[config.mk]
export PLATFORM = sky130hd
export DESIGN_NAME = fp_to_int_seq
export DESIGN_NICKNAME = d
export VERILOG_FILES = /design/src/rtl/fp_pkg.sv /design/src/rtl/fp_unpack.sv /design/src/rtl/fp_to_int_seq.sv
export SDC_FILE = /design/constraint.sdc
export NUM_CORES = 1
export LEC_CHECK = 0
export CAP_MARGIN = 20
export CORE_UTILIZATION = 30
export DETAILED_ROUTE_END_ITERATION = 12
export PLACE_DENSITY = 0.46
export SYNTH_ARGS = -nofsm -noshare
export SYNTH_HDL_FRONTEND = slang
export SYNTH_HIERARCHICAL = 1
export SYNTH_SLANG_ARGS = --single-unit
[constraint.sdc]
create_clock -name clk -period 6 [get_ports clk]
set_input_delay 0.6 -clock clk [delete_from_list [all_inputs] [get_ports clk]]
set_output_delay 0.6 -clock clk [all_outputs]
set_load 0.1 [all_outputs]
[src/rtl/fp_pkg.sv]
// Shared IEEE-754 single-precision field widths, constants and enums for the
// FP-to-integer datapath and future FP blocks.
package fp_pkg;

    localparam int EXP_W  = 8;
    localparam int MANT_W = 23;
    localparam int BIAS   = 127;
    localparam int INT_W  = 32;
    localparam int SIG_W  = MANT_W + 1;

    // Exponent at which the significand LSB has weight 2^0.
    localparam logic [EXP_W-1:0] ALIGN_EXP = EXP_W'(BIAS + MANT_W);
    // First exponent whose magnitude no longer fits a signed integer.
    localparam logic [EXP_W-1:0] SAT_EXP   = EXP_W'(BIAS + INT_W - 1);

    localparam logic [INT_W-1:0] INT_MAX = 32'h7FFF_FFFF;
    localparam logic [INT_W-1:0] INT_MIN = 32'h8000_0000;

    typedef enum logic [1:0] {IDLE, SHIFT, ROUND, DONE} state_e;

    typedef enum logic [2:0] {ZERO, DENORM, NORMAL, INF, NAN} fp_class_e;

    function automatic logic [INT_W-1:0] sat_value(input logic sign);
        return sign ? INT_MIN : INT_MAX;
    endfunction

endpackage

[src/rtl/fp_unpack.sv]
// Combinational single-precision unpack: sign, effective exponent, 24-bit
// significand with hidden bit, and operand class.
module fp_unpack
    import fp_pkg::*;
(
    input  logic [INT_W-1:0] fp,
    output logic             sign,
    output logic [EXP_W-1:0] exp_eff,
    output logic [SIG_W-1:0] sig,
    output fp_class_e        cls
);

    logic [EXP_W-1:0]  exp_f;
    logic [MANT_W-1:0] mant;
    logic              exp_zero;
    logic              exp_ones;

    always_comb begin
        sign     = fp[INT_W-1];
        exp_f    = fp[INT_W-2 -: EXP_W];
        mant     = fp[MANT_W-1:0];
        exp_zero = (exp_f == '0);
        exp_ones = (exp_f == '1);
        exp_eff  = exp_zero ? EXP_W'(1) : exp_f;
        sig      = {~exp_zero, mant};
        cls      = NORMAL;
        if (exp_zero)
            cls = (mant == '0) ? ZERO : DENORM;
        else if (exp_ones)
            cls = (mant == '0) ? INF : NAN;
    end

endmodule

[src/rtl/fp_to_int_seq.sv]
// Iterative float-to-int32 converter: one alignment bit per cycle, then
// round-to-nearest-even, with valid/ready handshakes on both sides.
//
// state | meaning
// IDLE  | in_ready high, waiting for a float
// SHIFT | aligning the significand, one bit per cycle until cnt hits 0
// ROUND | apply RNE, negate, register result and flags
// DONE  | out_valid high, result held until out_ready
module fp_to_int_seq
    import fp_pkg::*;
#(
    parameter int               MAX_RSHIFT = 26,
    parameter logic [INT_W-1:0] NAN_VALUE  = 32'h8000_0000
) (
    input  logic             clk,
    input  logic             rst,
    input  logic             in_valid,
    output logic             in_ready,
    input  logic [INT_W-1:0] in_data,
    output logic             out_valid,
    input  logic             out_ready,
    output logic [INT_W-1:0] out_data,
    output logic             out_invalid,
    output logic             out_inexact
);

    localparam int               CNT_MAX = (MAX_RSHIFT > 7) ? MAX_RSHIFT : 7;
    localparam int               CNT_W   = $clog2(CNT_MAX + 1);
    localparam logic [EXP_W-1:0] RCAP    = EXP_W'(MAX_RSHIFT);

    state_e state, state_nxt;

    logic             u_sign;
    logic [EXP_W-1:0] u_exp;
    logic [SIG_W-1:0] u_sig;
    fp_class_e        u_cls;

    logic             accept;
    logic             a_left;
    logic             a_special;
    logic             a_spec_inv;
    logic [INT_W-1:0] a_spec_data;
    logic [EXP_W-1:0] rdist;
    logic [CNT_W-1:0] n_init;

    logic [INT_W-1:0] mag;
    logic             guard;
    logic             sticky;
    logic             sign_r;
    logic             left_r;
    logic             special_r;
    logic             spec_inv_r;
    logic [INT_W-1:0] spec_data_r;
    logic [CNT_W-1:0] cnt;

    logic             incr;
    logic [INT_W-1:0] rounded;
    logic [INT_W-1:0] result;

    fp_unpack u_unpack (
        .fp      (in_data),
        .sign    (u_sign),
        .exp_eff (u_exp),
        .sig     (u_sig),
        .cls     (u_cls)
    );

    assign accept = in_valid & in_ready;

    // Classify at acceptance; specials carry their final value and never shift.
    always_comb begin
        a_left      = (u_exp >= ALIGN_EXP);
        rdist       = ALIGN_EXP - u_exp;
        a_special   = 1'b0;
        a_spec_inv  = 1'b0;
        a_spec_data = '0;
        n_init      = '0;
        if (u_cls == NAN) begin
            a_special   = 1'b1;
            a_spec_inv  = 1'b1;
            a_spec_data = NAN_VALUE;
        end else if (u_cls == INF || u_exp >= SAT_EXP) begin
            a_special = 1'b1;
            if (u_sign && u_exp == SAT_EXP && u_sig == {1'b1, {MANT_W{1'b0}}}) begin
                a_spec_data = INT_MIN;
            end else begin
                a_spec_inv  = 1'b1;
                a_spec_data = sat_value(u_sign);
            end
        end else if (a_left) begin
            n_init = CNT_W'(u_exp - ALIGN_EXP);
        end else if (rdist > RCAP) begin
            n_init = CNT_W'(MAX_RSHIFT);
        end else begin
            n_init = CNT_W'(rdist);
        end
    end

    always_ff @(posedge clk or posedge rst) begin
        if (rst)
            state <= IDLE;
        else
            state <= state_nxt;
    end

    always_comb begin
        state_nxt = state;
        in_ready  = 1'b0;
        out_valid = 1'b0;
        case (state)
            IDLE: begin
                in_ready = ~rst;
                if (accept)
                    state_nxt = SHIFT;
            end
            SHIFT: begin
                if (cnt == '0)
                    state_nxt = ROUND;
            end
            ROUND: state_nxt = DONE;
            DONE: begin
                out_valid = 1'b1;
                if (out_ready)
                    state_nxt = IDLE;
            end
            default: state_nxt = IDLE;
        endcase
    end

    always_ff @(posedge clk or posedge rst) begin
        if (rst) begin
            mag         <= '0;
            guard       <= 1'b0;
            sticky      <= 1'b0;
            sign_r      <= 1'b0;
            left_r      <= 1'b0;
            special_r   <= 1'b0;
            spec_inv_r  <= 1'b0;
            spec_data_r <= '0;
            cnt         <= '0;
        end else if (accept) begin
            mag         <= {{(INT_W-SIG_W){1'b0}}, u_sig};
            guard       <= 1'b0;
            sticky      <= 1'b0;
            sign_r      <= u_sign;
            left_r      <= a_left;
            special_r   <= a_special;
            spec_inv_r  <= a_spec_inv;
            spec_data_r <= a_spec_data;
            cnt         <= n_init;
        end else if (state == SHIFT && cnt != '0) begin
            cnt <= cnt - 1'b1;
            if (left_r) begin
                mag <= mag << 1;
            end else begin
                mag    <= mag >> 1;
                guard  <= mag[0];
                sticky <= sticky | guard;
            end
        end
    end

    always_comb begin
        incr    = guard & (sticky | mag[0]);
        rounded = mag + {{(INT_W-1){1'b0}}, incr};
        result  = sign_r ? -rounded : rounded;
    end

    always_ff @(posedge clk or posedge rst) begin
        if (rst) begin
            out_data    <= '0;
            out_invalid <= 1'b0;
            out_inexact <= 1'b0;
        end else if (state == ROUND) begin
            if (special_r) begin
                out_data    <= spec_data_r;
                out_invalid <= spec_inv_r;
                out_inexact <= 1'b0;
            end else begin
                out_data    <= result;
                out_invalid <= 1'b0;
                out_inexact <= guard | sticky;
            end
        end
    end

endmodule

==> impl_metrics.ini <==
[place]
port_buffers = 71
placedInstanceArea_um2 = 7260
place_inst = 1078
preCtsSetupSlack_ps = 2040
dp_hpwl_um = 13000
globalplace.congestion = 0.785

[timing]
setup_violations = 0
timing.fmax_mhz = 266
fin_crit_ps = 3760
final-max-slew-violation-count = 0
holdWs_ps = 463
slew-limit-headroom_pct = 34.8
final.setup.tns_ps = 0
period_share_pct = 62.7
final_hold_viol_count = 0
fin_ws_ps = 2240
skew_ps = 6.76
tightest_slew_ps = 976
rsz0062_at_grt = no

[grt]
grt_max_degree = 77
grt_pass1_vias = 5329
antenna_found_initial = 0
gr-total-overflow = 0
grtUsageTotal_pct = 16.3
grt_pass1_wl_um = 29100

[floorplan]
die_w_um = 151
fp.dieH_um = 151
ioPinCount = 72
dieArea_um2 = 22700
core_area_um2 = 21400
rows = 53
start_util_pct = 31.0

[yosys]
synth_cells = 818
synth_fa_ha_area_share_pct = 2.46
synth-async-reset-ratio_pct = 100
yosys_warnings = 6
synthesis.area_um2 = 6620
synth_xor_area_share_pct = 8.56
yosysUniqueCellTypes = 79
synth_simple_gate_area_share_pct = 23.7
yosysSeqAreaShare_pct = 30.6
synth_top_family_by_area = simple AND/OR/NAND/NOR gates
synth_edf_count = 0
ys_ff_latch = 81
synth_compound_area_share_pct = 21.0
synth.area.mux_share_pct = 5.31
synth_fp_nets = 867
syn_avg_cell_area_um2 = 8.10
yosys_most_used_dff = dfrtp_1

[cells_and_area]
area_growth_pct = 15.1
stdcell_area_um2 = 7620
n_antenna_cell = 0
nets = 864
drive_above_1_share_pct = 6.71
fin_cells = 1095
final_util_pct = 35.7

[cts]
cts_tree = yes
h-tree-depth = 3
clkTransAtPathRegs_ps = 60
numCtsBuffers = 9
insertion_delay_ps = 350
postCtsSetupRepairBufs = 0
clockBufferDepth = 2
hold_buffers = 0
cts-root-buf = clkbuf_16
cts_resized = 0
cts_sinks = 81

[critical_path]
rrSetupSlack_ps = 2240
r2r_start = mag[0]$_DFFE_PP0P_
cp-start-kind = flop
regToRegEndpoint = out_data[30]$_DFFE_PP0P_
critPathCapture = out_data[30]$_DFFE_PP0P_
worstSetupEndpointType = flop
crit_start = mag[0]$_DFFE_PP0P_
critPathKind = reg2reg
reg2reg_depth = 12
cp_max_fo = 12
crit_arrival_ps = 4000
worstPathRequired_ps = 6240

[route]
via_per_inst = 5.15
drtIter0Drc = 303
first_pass_iters = 5
wirelength_um = 17800
num_vias = 5644
drc = 0
wl_per_cell_um = 16.3
route.antenna.remaining_nets = 0

[hold_path]
min-delay-path-class = in2async

[pwr]
power.density_nw_per_um2 = 613
total_power_mw = 4.67
power.leakage_nw = 2.89
worst_ir_drop_vdd_mv = 0.180

[run_status]
status = finished, final reports clean

[run]
maxCapViolCount = 0
==> placed cells by master, fill, tap and decap left out, types with 3 or more instances in the layout <==
cell type,instances
a211o_1,3
a211oi_1,12
a21oi_1,44
a22oi_1,5
a31oi_1,11
and2_1,10
and3_1,13
and4_1,7
buf_4,8
clkbuf_16,9
clkdlybuf4s50_1,71
clkinv_2,3
dfrtp_1,81
ha_1,13
inv_1,18
mux2i_1,34
nand2_1,70
nand2b_1,5
nand3_1,27
nand3_2,3
nand4_1,14
nor2_1,90
nor2b_1,4
nor3_1,20
nor4_1,16
o2111ai_1,4
o211ai_1,7
o21a_1,8
o21ai_0,52
o21ai_1,4
o22a_1,21
o22ai_1,3
o31ai_1,6
or3_1,4
xnor2_1,38
xor2_1,24
==> cell type report <==
type	instances	area [um2]
Sequential cell	81	2030
Clock inverter	5	77.6
Timing Repair Buffer	80	798
Inverter	21	80.1
Multi-Input combinational cell	622	4040
Clock buffer	11	253
Tap cell	275	344
Fill cell	2265	13700
==> cell usage after synthesis, types with 10 or more instances <==
| master | instances | area (um2) |
|---|---|---|
| dfrtp_1 | 81 | 2030 |
| nand4_1 | 14 | 87.6 |
| xnor2_1 | 38 | 333 |
| buf_1 | 10 | 37.5 |
| nor2_1 | 90 | 338 |
| and2_1 | 11 | 68.8 |
| nand3_1 | 27 | 135 |
| a21oi_1 | 44 | 220 |
| inv_1 | 19 | 71.3 |
| buf_4 | 25 | 188 |
| a31oi_1 | 11 | 68.8 |
| and3_1 | 13 | 81.3 |
| nor3_1 | 20 | 100 |
| a211oi_1 | 12 | 90.1 |
| xor2_1 | 24 | 210 |
| buf_2 | 12 | 60.1 |
| mux2i_1 | 34 | 340 |
| o22a_1 | 21 | 184 |
| nor4_1 | 16 | 100 |
| ha_1 | 13 | 163 |
| clkbuf_1 | 45 | 169 |
| o21ai_0 | 52 | 260 |
| nand2_1 | 70 | 263 |
==> metal layers <==
layer	track usage [%]	wire (um)
met5	0	0
met4	4.75	229
met3	2.39	591
met2	22.6	7210
met1	25.4	9780
==> cells by family after synthesis <==
logic type      count (synthesis)
mux                            35
compound gates                205
buf+inv                       115
flops                          81
fa+ha+maj                      13
xor+xnor                       63
simple gates                  306
==> where the power goes <==
group	internal, mW	total [mW]	switching (mW)
sequential	0.815	1.22	0.403
combinational	0.957	2.84	1.88
clock	0.386	0.615	0.230
==> critical path: stages (launching register included) <==
cell       delay [ps]
dfrtp_1           420
o21a_1            140
ha_1              330
ha_1              470
nand2_1           280
nor3_1            440
o221ai_2          250
a2111oi_4         500
nand2_2           200
o41ai_2           260
xnor2_1           150
nor2_1             60
o22a_1            160
==> sequential cells by signal, indices dropped and copies added, names as in the netlist, 2 cells and up <==
signal       count
out_data        32
mag             32
spec_data_r      2
cnt              5
state            2
==> how the worst min path moves through the flow <==
stage,startpoint,end,cells past startpoint
after floorplan,spec_inv_r$_DFFE_PP0P_,spec_inv_r$_DFFE_PP0P_,2
after global placement,out_data[21]$_DFFE_PP0P_,out_data[21]$_DFFE_PP0P_,1
after detailed placement,left_r$_DFFE_PP0P_,left_r$_DFFE_PP0P_,2
after CTS,rst,cnt[2]$_DFFE_PP0P_,2
after global routing,rst,cnt[2]$_DFFE_PP0P_,2
final,rst,cnt[2]$_DFFE_PP0P_,2
Note: power is estimated with default switching activity, not from simulation.
